<file path="src/rtl/rgb_pwm_sequencer.sv">
// rgb_pwm_sequencer
// Per-channel PWM sequencer for the RGBnPWM inputs of the LED driver macro.
// Each channel runs one of OFF / ON / PWM / BLINK / BREATHE. New settings are
// written into a shadow register and copied to the active set only when the
// PWM counter wraps, so a period that is already running is never disturbed.
//
// Breathe ramp direction:
//   state    | meaning
//   DIR_UP   | ramp climbs one step per period towards duty
//   DIR_DOWN | ramp falls one step per period towards zero

module rgb_pwm_sequencer #(
  parameter int CHANNELS      = 3,
  parameter int PWM_BITS      = 8,
  parameter int PRESCALE_LOG2 = 8,
  parameter int BLINK_LOG2    = 5,
  localparam int CH_W         = (CHANNELS > 1) ? $clog2(CHANNELS) : 1
) (
  input  logic                clki,
  input  logic                rst,
  input  logic                cfg_we,
  input  logic [CH_W-1:0]     cfg_ch,
  input  logic [2:0]          cfg_mode,
  input  logic [PWM_BITS-1:0] cfg_duty,
  output logic [CHANNELS-1:0] pwm_out,
  output logic                period_start
);

  localparam int PS_W = (PRESCALE_LOG2 > 0) ? PRESCALE_LOG2 : 1;
  localparam int BL_W = (BLINK_LOG2 > 0) ? BLINK_LOG2 : 1;

  // With a zero log2 the counter collapses to one bit that stays at 0, so
  // the terminal-count compare fires every cycle / every boundary.
  localparam logic [PS_W-1:0]     PS_MAX  = PS_W'((64'd1 << PRESCALE_LOG2) - 64'd1);
  localparam logic [BL_W-1:0]     BL_MAX  = BL_W'((64'd1 << BLINK_LOG2) - 64'd1);
  localparam logic [PWM_BITS-1:0] CNT_MAX = '1;

  // Mode codes; 5..7 are treated as OFF.
  localparam logic [2:0] MODE_OFF     = 3'd0;
  localparam logic [2:0] MODE_ON      = 3'd1;
  localparam logic [2:0] MODE_PWM     = 3'd2;
  localparam logic [2:0] MODE_BLINK   = 3'd3;
  localparam logic [2:0] MODE_BREATHE = 3'd4;

  typedef enum logic {
    DIR_UP   = 1'b0,
    DIR_DOWN = 1'b1
  } dir_e;

  // Timebase
  logic [PS_W-1:0]     ps;
  logic                tick;
  logic [PWM_BITS-1:0] cnt;
  logic                boundary;

  // Per-channel configuration and sequencing state
  logic [2:0]          shd_mode [CHANNELS];
  logic [PWM_BITS-1:0] shd_duty [CHANNELS];
  logic [2:0]          act_mode [CHANNELS];
  logic [PWM_BITS-1:0] act_duty [CHANNELS];
  logic [PWM_BITS-1:0] ramp     [CHANNELS];
  dir_e                dir      [CHANNELS];
  logic [BL_W-1:0]     bcnt     [CHANNELS];
  logic [CHANNELS-1:0] phase;

  // Next-state helpers
  logic [CHANNELS-1:0] wr_sel;
  logic [CHANNELS-1:0] mode_chg;
  logic [CHANNELS-1:0] bl_wrap;
  logic [2:0]          nxt_mode [CHANNELS];
  logic [PWM_BITS-1:0] nxt_duty [CHANNELS];
  logic [PWM_BITS-1:0] ramp_nxt [CHANNELS];
  dir_e                dir_nxt  [CHANNELS];
  logic [PWM_BITS-1:0] lvl      [CHANNELS];

  assign tick     = (ps == PS_MAX);
  assign boundary = tick && (cnt == CNT_MAX);

  // Prescaler: free-running divider that produces one tick per terminal count.
  always_ff @(posedge clki or posedge rst) begin
    if (rst) begin
      ps <= '0;
    end else begin
      ps <= tick ? '0 : ps + 1'b1;
    end
  end

  // PWM period counter plus the period_start pulse one cycle after the wrap.
  always_ff @(posedge clki or posedge rst) begin
    if (rst) begin
      cnt          <= '0;
      period_start <= 1'b0;
    end else begin
      if (tick) begin
        cnt <= cnt + 1'b1;
      end
      period_start <= boundary;
    end
  end

  // Write decode and the value each channel would adopt at the next boundary.
  // A write landing on the boundary cycle bypasses the shadow directly.
  always_comb begin
    for (int n = 0; n < CHANNELS; n++) begin
      wr_sel[n]   = cfg_we && (32'(cfg_ch) == 32'(n));
      nxt_mode[n] = wr_sel[n] ? cfg_mode : shd_mode[n];
      nxt_duty[n] = wr_sel[n] ? cfg_duty : shd_duty[n];
      mode_chg[n] = (nxt_mode[n] != act_mode[n]);
      bl_wrap[n]  = (bcnt[n] == BL_MAX);
    end
  end

  // Breathe triangle step, evaluated against the duty that becomes active.
  // The turn-around step moves immediately so each peak/valley lasts one period.
  always_comb begin
    for (int n = 0; n < CHANNELS; n++) begin
      ramp_nxt[n] = ramp[n];
      dir_nxt[n]  = dir[n];
      if (nxt_duty[n] == '0) begin
        ramp_nxt[n] = '0;
        dir_nxt[n]  = DIR_UP;
      end else if (ramp[n] > nxt_duty[n]) begin
        ramp_nxt[n] = ramp[n] - 1'b1;
        dir_nxt[n]  = DIR_DOWN;
      end else if (dir[n] == DIR_UP) begin
        if (ramp[n] == nxt_duty[n]) begin
          ramp_nxt[n] = ramp[n] - 1'b1;
          dir_nxt[n]  = DIR_DOWN;
        end else begin
          ramp_nxt[n] = ramp[n] + 1'b1;
        end
      end else begin
        if (ramp[n] == '0) begin
          ramp_nxt[n] = ramp[n] + 1'b1;
          dir_nxt[n]  = DIR_UP;
        end else begin
          ramp_nxt[n] = ramp[n] - 1'b1;
        end
      end
    end
  end

  // Shadow capture, boundary transfer to active, and ramp/blink sequencing.
  always_ff @(posedge clki or posedge rst) begin
    if (rst) begin
      for (int n = 0; n < CHANNELS; n++) begin
        shd_mode[n] <= MODE_OFF;
        shd_duty[n] <= '0;
        act_mode[n] <= MODE_OFF;
        act_duty[n] <= '0;
        ramp[n]     <= '0;
        dir[n]      <= DIR_UP;
        bcnt[n]     <= '0;
      end
      phase <= '0;
    end else begin
      for (int n = 0; n < CHANNELS; n++) begin
        if (wr_sel[n]) begin
          shd_mode[n] <= cfg_mode;
          shd_duty[n] <= cfg_duty;
        end
        if (boundary) begin
          act_mode[n] <= nxt_mode[n];
          act_duty[n] <= nxt_duty[n];
          if (mode_chg[n]) begin
            ramp[n]  <= '0;
            dir[n]   <= DIR_UP;
            bcnt[n]  <= '0;
            phase[n] <= 1'b0;
          end else begin
            if (act_mode[n] == MODE_BLINK) begin
              bcnt[n] <= bl_wrap[n] ? '0 : bcnt[n] + 1'b1;
              if (bl_wrap[n]) begin
                phase[n] <= ~phase[n];
              end
            end
            if (act_mode[n] == MODE_BREATHE) begin
              ramp[n] <= ramp_nxt[n];
              dir[n]  <= dir_nxt[n];
            end
          end
        end
      end
    end
  end

  // Compare level selected by the active mode.
  always_comb begin
    for (int n = 0; n < CHANNELS; n++) begin
      case (act_mode[n])
        MODE_PWM:     lvl[n] = act_duty[n];
        MODE_BLINK:   lvl[n] = phase[n] ? act_duty[n] : '0;
        MODE_BREATHE: lvl[n] = ramp[n];
        default:      lvl[n] = '0;
      endcase
    end
  end

  // Registered PWM outputs; ON bypasses the compare to stay solidly high.
  always_ff @(posedge clki or posedge rst) begin
    if (rst) begin
      pwm_out <= '0;
    end else begin
      for (int n = 0; n < CHANNELS; n++) begin
        pwm_out[n] <= (act_mode[n] == MODE_ON) || (cnt < lvl[n]);
      end
    end
  end

endmodule

</file>
<file path="config.mk">
export PLATFORM = sky130hd
export DESIGN_NAME = rgb_pwm_sequencer
export DESIGN_NICKNAME = d
export VERILOG_FILES = /design/src/rtl/rgb_pwm_sequencer.sv
export SDC_FILE = /design/constraint.sdc
export NUM_CORES = 1
export LEC_CHECK = 0
export ABC_AREA = 0
export CORE_MARGIN = 2
export CORE_UTILIZATION = 30
export DETAILED_ROUTE_END_ITERATION = 8
export SLEW_MARGIN = 5
export SYNTH_ARGS = -nofsm -noshare
export SYNTH_HDL_FRONTEND = slang
export SYNTH_SLANG_ARGS = --single-unit
export TNS_END_PERCENT = 5
</file>
<file path="constraint.sdc">
create_clock -name clki -period 6 [get_ports clki]
set_input_delay 1.5 -clock clki [delete_from_list [all_inputs] [get_ports clki]]
set_output_delay 1.5 -clock clki [all_outputs]
set_load 0.05 [all_outputs]
</file>
==> out/summary.md, run 1 <==
For the pin with the worst max-slew slack, the measured transition is 981 ps. Across every metal layer, demand over resource in global routing totals 14.2%. After clock tree synthesis, the clock-pin slew on the worst setup and hold paths is 60 ps. Synthesis produced a netlist with a net count of 904. In this run the vertical extent of the chip is 168 um. The total overflow left after global routing is 0.

After Yosys synthesis, full adders, half adders and majority gates account for 9.61% of the synthesized area. For this run, asynchronously set or reset flops after synthesis account for 100%. From synthesis to final layout, the design area changed by 13.6%.

Adding up every negative setup slack in the final design gives 0 ps. The register area share after synthesis was 40.6%. The run gives 34.4% as the final standard cell utilization of the core.

The distinct cell type count of the synthesized netlist came out at 64. TritonCTS built the clock tree. In this run the post-CTS setup repair buffer count came out at 0. Summed over all instances, the cell type with the most area after synthesis is dfrtp_1.

In the final layout, the share of cells above drive strength 1 is 7.60%. The first global-routing pass estimated 32.3 mm of wire. The worst slack after detailed placement is 1060 ps, and the final number of hold-violating endpoints is 0.

Buffers inserted during clock tree synthesis total 17. The number of buffers inserted by port buffering is 19. For the DRC violation total after the first TritonRoute iteration, the log shows 347. After detailed routing, the average wire length per cell comes to 16.0 um. Synthesis handed over a netlist of 826 instances. The standby leakage power is 4.04 nW, and the delay of the slowest cell on the worst path is 600 ps. The number of buffers and inverters on the critical path was 1; the maximum number of pins on one net before global-route repair was 102. The clock drives 131 sinks. Once the clock tree was built, the resizer swapped 0 gates to a different size. After clock tree synthesis, the flow added hold-fix buffers numbering 0. The clock arrives with 8.78 ps of skew. Once detail routing completed, the nets flagged for antenna violations numbered 0. The largest fanout of any net on the critical path came out at 9. The post-detailed-route via-to-cell ratio came out at 5.25. Traced cell by cell, the critical path runs through clkdlybuf4s50_1 -> nand3b_1 -> mux2i_1 -> ha_1 -> nand4_1 -> a211oi_1 -> o31ai_1 -> a2111oi_0 -> o211ai_1 -> a22oi_1.

Number of cell instances on the worst register-to-register path: 9. The tools report the critical register-to-register path startpoint as ps[0]$_DFF_PP0_. The timing-limited maximum frequency was 0.219 GHz. The final routed DRC violation total was 0. The run gives 13.7 mm as the half-perimeter wire length of the detailed placement result. The tools report the sort of element at the end of the critical path as a register. The number of antenna violations at the first check in global routing came out at 0.

The run finished with clean final reports. After Yosys synthesis, and, or, nand and nor cells account for 18.8% of the synthesized area. The number of register bits inferred by synthesis was 131. After synthesis, the cell types taking the most area are dfrtp_1 41%, ha_1 9.6%, nand2_1 4.1%, o21ai_0 3.5%, a22oi_1 3.5%. The tools report the total number of placement rows as 60.

After Yosys synthesis, XOR and XNOR cells account for 2.79% of the synthesized area. The tools report the number of global-route vias before repair as 6,169. The worst pin sits at a relative slew slack of 34.2%. From left edge to right edge, the die measures 168 um. The core footprint is 26,700 um^2. The family of cells with the greatest summed delay on the critical path is compound AO/OA/AOI/OAI gates.

At the worst endpoint, the required time is 6330 ps. The number of flops mapped to enable cells by yosys is 0, and the global placer's final weighted congestion is 0.841. The portion of synthesized area spent on multiplexers is 4.73%. The end point of the critical path is ramp[11]$_DFFE_PP0P_.

The main combinational cell family by area after synthesis was compound AO/OA/AOI/OAI gates. The endpoint identified for the worst register-to-register timing path is ramp[2]$_DFFE_PP0P_. The tools report the initial standard-cell utilization of the core as 30.3%.

The number of search-and-repair iterations in the first detailed-routing pass is 6. Tracing the worst setup path back leads to its startpoint at cfg_ch[1]. Each instance of the synthesized netlist takes up on average 9.77 um^2.

The critical path crosses 10 cells after its start point. The worst path needs 4570 ps of the cycle, external delays included. The run gives 0 as the count of inserted antenna diode cells.

In the post-route analysis, the smallest setup slack over all paths is 1430 ps. For the post-route worst hold slack, the log shows 463 ps. The tree is rooted in a clkbuf_16.

In this run the count of I/O pins placed on the die edge is 20. The max capacitance violation total was 0; the insertion delay of the later-clocked pin in the worst-skew pair was 420 ps. In the synthesized netlist the dominant register cell turns out to be dfrtp_1. The die covers 28,200 um^2. The worst-case IR drop observed on VDD is 0.157 mV.

The final layout contains 920 nets. STA classifies the critical path startpoint as an input port. The worst setup path category was input port to register. The clock passes through at most 2 buffers. Setup violations remaining at the end of the flow were counted as 0. The Yosys step of the flow raised 0 warnings. For this block, the via count after detailed routing is 6,275. The type of the most critical hold path was register to register.

The logs give 0 for the max-slew violation total from the final report and 8070 um^2 for the area of the mapped netlist. Among all stages on the critical path, the largest delay is contributed by a2111oi_0. Power per unit of standard cell area: 249 nW/um^2. The maximum level of the CTS H-tree came out at 4. Arrival time at the worst endpoint: 4910 ps. The worst path uses 76.2% of the clock period. The area fraction in compound gates after synthesis is 18.9%, and the area share of the largest cell type after synthesis is 40.6%. The final layout contains routed wiring with a total length of 19.2 mm. For flop-to-flop paths, the worst setup slack is 3170 ps. Setup repair after global routing left no endpoint under its margin.
## cell type report
cell class | instances | area, um^2
clock buffer | 20 | 437
timing repair buffer | 27 | 250
sequential | 131 | 3280
inverter | 55 | 211
multi-input combinational | 610 | 4420
tap | 341 | 427
fill | 2671 | 17500
clock inverter | 12 | 139
## metal layers
metal  wire (um)  track usage [%]
met1        9070             18.7
met5           0                0
met3         655             2.89
met4         310             4.73
met2        9140             23.4
## where the power goes
part / switching, mW / leakage, nW / internal [mW]
Clock: 0.382 / 0.291 / 0.647
Combinational: 0.210 / 2.26 / 0.106
Sequential: 0.0107 / 1.49 / 0.926
## worst register-to-register path: cells and delay by family (launching register included)
kind                     cells  cell delay (ps)
AO/OA/AOI/OAI                3              930
flip-flops                   1              380
AND/OR/NAND/NOR              3              800
buffers and inverters        2              460
adder cells (fa/ha/maj)      1              190
## per-stage QoR
| step | cell area (um^2) | cells | power (mW) |
|---|---|---|---|
| after floorplan | 8070 | 826 | 1.18 |
| after global placement | 8590 | 1164 | 1.26 |
| after detailed placement | 8590 | 1164 | 1.27 |
| after CTS | 9170 | 1196 | 2.31 |
| after global routing | 9170 | 1196 | 2.39 |
| final | 9170 | 1196 | 2.28 |
## registers in the layout (all words and copies together), names as in the netlist
register	cells
phase	3
act_duty	24
dir	3
ps	8
bcnt	15
act_mode	9
ramp	24
period_start	1
shd_duty	24
pwm_out	3
cnt	8
shd_mode	9
## how the worst min path moves through the flow
| stage | slack, ps | cells past startpoint | to | startpoint |
|---|---|---|---|---|
| finish | 460 | 1 | phase[2]$_DFFE_PP0P_ | phase[2]$_DFFE_PP0P_ |
| global route | 490 | 1 | phase[2]$_DFFE_PP0P_ | phase[2]$_DFFE_PP0P_ |
| CTS | 470 | 1 | phase[2]$_DFFE_PP0P_ | phase[2]$_DFFE_PP0P_ |
| detailed placement | 460 | 1 | phase[2]$_DFFE_PP0P_ | phase[2]$_DFFE_PP0P_ |
| global placement | 460 | 1 | phase[2]$_DFFE_PP0P_ | phase[2]$_DFFE_PP0P_ |
| floorplan | 440 | 1 | phase[2]$_DFFE_PP0P_ | phase[2]$_DFFE_PP0P_ |
## synth_stat cells, types with 11 or more instances
library cell	n
xor2_1	17
nor3_1	11
ha_1	62
o211ai_1	15
nand4_1	23
and3_1	11
inv_1	55
nand3_1	29
nand2_1	88
nor2_1	38
o21ai_0	57
nand4bb_1	13
a22oi_1	38
dfrtp_1	131
mux2i_1	25
nand2b_1	12
clkbuf_1	17
a21oi_1	22
## cells by family after synthesis
family                     count (synthesis)
AOI/OAI and AO/OA                        214
xor gates and xnor gates                  24
adders and majority gates                 62
buffers and inverters                     85
DFF                                      131
muxes                                     35
and+or+nand+nor                          275
## cells in the final DEF, fill, tap and decap left out, drive strengths merged, types with 9 or more instances in the layout
| cell | n |
|---|---|
| a21oi | 22 |
| a22oi | 39 |
| and3 | 11 |
| clkbuf | 20 |
| clkdlybuf4s50 | 19 |
| clkinv | 9 |
| dfrtp | 131 |
| ha | 62 |
| inv | 55 |
| mux2 | 10 |
| mux2i | 25 |
| nand2 | 89 |
| nand2b | 12 |
| nand3 | 29 |
| nand4 | 23 |
| nand4bb | 13 |
| nor2 | 38 |
| nor3 | 14 |
| o211ai | 15 |
| o21a | 9 |
| o21ai | 63 |
| o41ai | 9 |
| xor2 | 19 |
(Power assumes the default switching activity.)
==> run 2: changes to the inputs <==
Clock period 6 ns to 3.9 ns, I/O delays scaled along.
==> run 2 against run 1 <==
  * Sequential share of layout area is 2.0 points lower
  * Clock power is 81% higher
  * Hold slack better by 0.52 ps
  * Core utilization is 2.1 points higher
  * Sequential power is 54% higher
  * Combinational power is 95% higher
  * First-iteration DRC count is 30% higher
  * Routed wire length is 2.8% higher
  * Count of clock-buffer cells in the layout stayed put
  * Register-to-register slack worse by 2200 ps
==> out/summary.md, run 2 (synthesized netlist as in run 1, its figures left out) <==
The logs give 70 (was 102) for the maximum number of pins on one net before global-route repair and 131 (unchanged) for the number of clock sinks. The maximum level of the CTS H-tree is 4 (unchanged), and the register clock-pin slew on the reported worst setup and hold paths is 60 ps (about the same). The half-perimeter wire length of the detailed placement result is 14.4 mm (was 13.7 mm). Max-slew violation total from the final report: 0 (unchanged). Type of the most critical hold path: register to register (unchanged). The met1 layer wirelength in the final routing was 9.80 mm (was 9.07 mm).

The fraction of layout cells with a size suffix above 1 came out at 13.3% (was 7.60%). The logs give 0 (unchanged) for the max capacitance violation total and 6,422 (was 6,275) for the via total after detailed routing. Standby leakage power: 4.36 nW (was 4.04 nW). For the length of routed met2 wiring, the log shows 9.06 mm (was 9.14 mm). The flow ran to the end, and the final reports show no timing, DRC or antenna violations. The logs give 451 (was 347) for the DRC violation total after the first TritonRoute iteration and 0 (unchanged) for the number of antenna violations at the first check in global routing. The number of buffers inserted by port buffering came out at 19 (unchanged). Area of the die: 28,200 um^2 (unchanged). The worst relative slew slack is 49.3% (was 34.2%).

The tools report the count of filler cells inserted in the layout as 2,647 (was 2,671). The overall die height came out at 168 um (unchanged). The run gives 3880 ps (was 4910 ps) as the arrival time at the worst endpoint. The tools report the number of global-route vias before repair as 6,476 (was 6,169). The root cell of the clock tree is clkbuf_16 (unchanged). Setup repair after global routing left no endpoint under its margin.

The global-route wire length before repair was 33.7 mm (was 32.3 mm). For the clock buffer count from CTS, the log shows 17 (unchanged). The tools report the maximum buffer depth of the clock tree as 2 (unchanged). The number of setup violations in the final report is 0 (unchanged), and the summed area of non-filler cells in the final layout is 9720 um^2 (was 9170 um^2).

Net total in the final layout: 974 (was 920). The area after detailed placement was 9030 um^2 (was 8590 um^2). The core footprint is 26,700 um^2 (unchanged), and the aggregate global routing overflow is 0 (unchanged). The tools report the total power draw as 3.91 mW (was 2.28 mW). Highest metal layer used by the detailed router: met4 (unchanged).

Leading cell types in the layout, fill and taps excluded: 131 x dfrtp_1, 87 x nand2_1, 62 x ha_1 (unchanged). The power per unit of standard cell area is 403 nW/um^2 (was 249 nW/um^2). Static timing analysis puts the maximum clock frequency at 0.283 GHz. The area added between synthesis and finish was 20.4% (was 13.6%); the x dimension of the die was 168 um (unchanged).

The minimum setup slack in the final design was 365 ps (was 1430 ps); the post-detailed-route count of antenna-violating nets was 0 (unchanged). The logs give 30.3% (unchanged) for the initial standard-cell utilization of the core and 0 (unchanged) for the number of setup buffers added after CTS. The largest clock skew in the final design came out at 13.2 ps (was 8.78 ps).

TritonCTS built the clock tree. The worst setup path category was input port to register (unchanged). The global placer's final weighted congestion was 0.832 (was 0.841); the number of hold buffers added after CTS was 0 (unchanged). Worst endpoint required time: 4240 ps (was 6330 ps). The sort of element at the end of the critical path is a register (unchanged). The worst ir drop on vdd is 0.336 mV (was 0.157 mV), and the amount of wire on met3 after detailed routing is 533 um (was 655 um). The detail-routed net length per standard cell is 15.8 um (was 16.0 um), and the largest fanout of any net on the critical path is 9 (unchanged).

The run gives 463 ps (about the same) as the post-route worst hold slack. Total number of placement rows: 60 (unchanged). The number of search-and-repair iterations in the first detailed-routing pass came out at 4 (was 6). For the final number of hold-violating endpoints, the log shows 0 (unchanged). Final routed DRC violation total: 0 (unchanged). The post-detailed-route via-to-cell ratio is 5.14 (was 5.25).

The all-layer global routing usage is 14.8% (was 14.2%). Transition time of the tightest slew-check pin: 757 ps (was 981 ps). Aggregate routed wire length: 19.7 mm (was 19.2 mm).

For the count of inserted antenna diode cells, the log shows 0 (unchanged). Of the available clock period, the critical path in the final layout requires 90.6%. Kind of start point of the critical path: an input port (unchanged).

The area of combinational cells with multiple inputs is 4430 um^2 (was 4420 um^2), and the final critical path time including I/O delays and setup is 3540 ps. The sequential standard cell area is 3280 um^2 (unchanged), and the total negative setup slack is 0 ps (unchanged). Largest registers: act_duty x24, ramp x24, shd_duty x24 (unchanged). The run gives -41.7 ps (was 1060 ps) as the worst slack after detailed placement. For the number of cells upsized or downsized after cts, the log shows 0 (unchanged). The most common cell after layout, fill and taps aside is dfrtp_1 (unchanged). The insertion delay of the later-clocked pin in the worst-skew pair is 430 ps (was 420 ps). The count of boundary I/O pins was 20 (unchanged).
==> run 2: changes by cell type in the layout (fill, tap and decap cells not counted), sizes merged <==
cell      change
clkinv        -5
inv           +1
bufinv        +3
clkinvlp      +1
buf          +54
==> run 2: report_power, final <==
group,total (mW),switching (mW),internal [mW]
clock,1.86,0.624,1.24
combinational,0.613,0.350,0.263
sequential,1.44,0.0167,1.42
total,3.91,0.991,2.92
==> run 2: cell type report <==
cell class / count / area share [%]
clock buffers: 20 / 4.70
clock inverters: 12 / 2.32
flip-flops and latches: 131 / 33.7
well taps: 341 / 4.39
repair buffers: 81 / 7.13
inverters: 55 / 2.16
multi-input cells: 610 / 45.6
==> run 2: stage by stage <==
stage,cells,utilization [%]
final,1250,36.5
after global placement,1218,33.9
after global routing,1250,36.5
after detailed placement,1218,33.9
after CTS,1250,36.5
after floorplan,826,-
==> run 2: critical path: stages <==
cell,delay (ps)
clkdlybuf4s50_1,490
nor3b_2,160
buf_4,230
mux2i_1,260
inv_1,100
ha_1,310
and4_1,230
nand2b_1,90
a22o_1,330
nor4_1,360
o211ai_1,140
a22oi_1,200
==> run 2: layer usage <==
metal | up-vias | track usage, %
met5 | - | 0
li1 | 3186 | -
met1 | 3135 | 20.2
met3 | 23 | 2.91
met2 | 78 | 23.9
met4 | 0 | 3.97
==> run 2: path summary, 6_finish.rpt <==
| check | startpoint | slack, ps | depth (start not counted) | end |
|---|---|---|---|---|
| max | cfg_we | 360 | 12 | ramp[22]$_DFFE_PP0P_ |
| min | phase[2]$_DFFE_PP0P_ | 460 | 1 | phase[2]$_DFFE_PP0P_ |
| max reg2reg | ps[0]$_DFF_PP0_ | 980 | 9 | ramp[2]$_DFFE_PP0P_ |
| min reg2reg | phase[2]$_DFFE_PP0P_ | 460 | 1 | phase[2]$_DFFE_PP0P_ |
| max in group asynchronous | rst | 2170 | 3 | shd_duty[18]$_DFF_PP0_ |
| min in group asynchronous | rst | 960 | 2 | ps[4]$_DFF_PP0_ |
==> run 3: changes to the inputs <==
Settings changed: ABC_CLOCK_PERIOD_IN_PS from default to 4100.
Clock period 3.9 ns to 4.1 ns, I/O delays scaled along.
==> run 3 against run 2 <==
  * Sequential power fell by 5%
  * Hold slack improved by 14 ps
  * Critical path depth did not move
  * Sequential share of layout area rose by 0.66 points
  * Clock skew fell by 3.6 ps
  * Critical endpoint is now ramp[23]$_DFFE_PP0P_
  * Largest cell class unchanged
==> out/summary.md, run 3 (synthesized netlist as in run 1, its figures left out) <==
The run gives 70 (unchanged) as the maximum number of pins on one net before global-route repair. Kind of start point of the critical path: an input port (unchanged). The via total after detailed routing was 6,449 (was 6,422).

The tools report the worst ir drop on vdd as 0.264 mV (was 0.336 mV). Leading cell types in the layout, fill and taps excluded: 131 x dfrtp_1, 87 x nand2_1, 62 x ha_1 (unchanged). The final critical path time including I/O delays and setup works out to 3670 ps. The root cell of the clock tree was clkbuf_16 (unchanged). The post-route worst hold slack was 478 ps (was 463 ps); the fraction of layout cells with a size suffix above 1 was 11.9% (was 13.3%). The detail-routed net length per standard cell is 16.2 um (was 15.8 um).

The transition time of the tightest slew-check pin is 793 ps (was 757 ps). The type of the most critical hold path was register to register (unchanged). The area of the die is 28,200 um^2 (unchanged), and the timing-limited maximum frequency is 0.272 GHz. The net total in the final layout was 959 (was 974). The aggregate global routing overflow was 0 (unchanged). The run gives 0 (unchanged) as the number of hold buffers added after CTS. The number of setup buffers added after CTS came out at 0 (unchanged). The worst endpoint required time is 4430 ps (was 4240 ps), and the largest fanout of any net on the critical path is 11 (was 9).

The register clock-pin slew on the reported worst setup and hold paths works out to 60 ps (about the same). The tools report the worst min-delay path endpoint as act_duty[14]$_DFFE_PP0P_ (was phase[2]$_DFFE_PP0P_). The number of antenna violations at the first check in global routing was 0 (unchanged); the half-perimeter wire length of the detailed placement result was 14.3 mm (was 14.4 mm). The sequential standard cell area was 3280 um^2 (unchanged). The final routed DRC violation total was 0 (unchanged). The tools report the maximum buffer depth of the clock tree as 2 (unchanged). The tools report the critical register-to-register path startpoint as ps[0]$_DFF_PP0_ (unchanged).

Standby leakage power: 4.25 nW (was 4.36 nW). The global-route wire length before repair is 33.1 mm (was 33.7 mm), and the total negative setup slack is 0 ps (unchanged). The max-slew violation total from the final report came out at 0 (unchanged).

The tools report the worst relative slew slack as 47.0% (was 49.3%). The startpoint of the worst hold path was act_duty[14]$_DFFE_PP0P_ (was phase[2]$_DFFE_PP0P_). The post-detailed-route via-to-cell ratio works out to 5.23 (was 5.14). The tools report the maximum level of the CTS H-tree as 4 (unchanged). The tools report the total number of placement rows as 60 (unchanged). The insertion delay of the later-clocked pin in the worst-skew pair is 420 ps (was 430 ps). The tools report the endpoint of the most critical register-to-register path as ramp[18]$_DFFE_PP0P_ (was ramp[2]$_DFFE_PP0P_). The number of search-and-repair iterations in the first detailed-routing pass is 5 (was 4).

Sort of element at the end of the critical path: a register (unchanged). The number of setup violations in the final report came out at 0 (unchanged). The power per unit of standard cell area was 369 nW/um^2 (was 403 nW/um^2).

TritonCTS built the clock tree. For the max capacitance violation total, the log shows 0 (unchanged). Setup repair after global routing left no endpoint under its margin. The logs give 3.52 mW (was 3.91 mW) for the total power draw and 427 ps (was 365 ps) for the minimum setup slack in the final design. Most common cell after layout, fill and taps aside: dfrtp_1 (unchanged).

The tools report the count of boundary I/O pins as 20 (unchanged). The tools report the number of global-route vias before repair as 6,361 (was 6,476). The tools report the DRC violation total after the first TritonRoute iteration as 503 (was 451). The tools report the worst slack after detailed placement as -11.0 ps (was -41.7 ps). For the area after detailed placement, the log shows 8920 um^2 (was 9030 um^2).

The tools report the arrival time at the worst endpoint as 4000 ps (was 3880 ps). Largest registers: act_duty x24, ramp x24, shd_duty x24 (unchanged). The run finished with clean final reports. The tools report the clock buffer count from CTS as 17 (unchanged). Of the available clock period, the critical path in the final layout requires 89.6%. The number of cells upsized or downsized after cts was 0 (unchanged); the count of filler cells inserted in the layout was 2,622 (was 2,647). The cell count of the worst hold path came out at 2 (was 1).

The tools report the setup slack on the worst flop-to-flop path as 1070 ps (was 980 ps). The number of buffers inserted by port buffering works out to 19 (unchanged). The number of cell instances on the worst register-to-register path works out to 9 (unchanged). The x dimension of the die is 168 um (unchanged), and the area of combinational cells with multiple inputs is 4420 um^2 (was 4430 um^2). The summed area of non-filler cells in the final layout is 9530 um^2 (was 9720 um^2), and the core footprint is 26,700 um^2 (unchanged).

For the count of non-filler cells in the finished layout, the log shows 1,234 (was 1,250). The all-layer global routing usage is 14.6% (was 14.8%). The final number of hold-violating endpoints was 0 (unchanged); the final standard cell utilization of the core was 35.8% (was 36.5%). The global placer's final weighted congestion is 0.853 (was 0.832). The number of clock sinks is 131 (unchanged), and the overall die height is 168 um (unchanged).

The area added between synthesis and finish was 18.1% (was 20.4%); the post-detailed-route count of antenna-violating nets was 0 (unchanged). The logs give 0 (unchanged) for the count of inserted antenna diode cells and 30.3% (unchanged) for the initial standard-cell utilization of the core. The placed cell count was 1,203 (was 1,218); the aggregate routed wire length was 20.0 mm (was 19.7 mm). The run gives 9.57 ps (was 13.2 ps) as the largest clock skew in the final design.

The worst setup path category was input port to register (unchanged).
-- run 3: per-layer routing --
| metal | wire length (um) | GRT usage (%) |
|---|---|---|
| met5 | 0 | 0 |
| met4 | 264 | 4.42 |
| met3 | 691 | 2.68 |
| met2 | 9530 | 24.2 |
| met1 | 9520 | 19.5 |
-- run 3: how the worst max path moves through the flow --
stage / cells after the start / slack, ps / to / from
detailed placement: 12 / -10 / ramp[22]$_DFFE_PP0P_ / cfg_we
CTS: 12 / 420 / ramp[22]$_DFFE_PP0P_ / cfg_we
global route: 12 / 150 / ramp[22]$_DFFE_PP0P_ / cfg_we
floorplan: 9 / 710 / ramp[20]$_DFFE_PP0P_ / cfg_ch[1]
finish: 12 / 430 / ramp[23]$_DFFE_PP0P_ / cfg_we
global placement: 12 / 120 / ramp[22]$_DFFE_PP0P_ / cfg_we
-- run 3: worst max-delay path, cell delays in order --
cell and delay [ps]:
clkdlybuf4s50_1 490, nor3b_2 190, buf_4 260, mux2i_1 260
inv_1 90, ha_1 300, and4_1 200, nand2b_1 90
a22oi_1 130, a2111oi_0 590, o211ai_1 140, a22oi_1 210
-- run 3: cell type report --
class                      instances  share of cell area (%)
timing repair buffer              66                    6.09
inverter                          55                    2.21
clock buffer                      21                    5.04
multi-input combinational        610                    46.4
sequential                       131                    34.4
tap                              341                    4.48
clock inverter                    10                    1.37
-- run 3: report_power, final --
| group | total [mW] | internal [mW] | switching, mW |
|---|---|---|---|
| clock | 1.59 | 1.01 | 0.579 |
| sequential | 1.37 | 1.35 | 0.0159 |
| combinational | 0.555 | 0.228 | 0.327 |
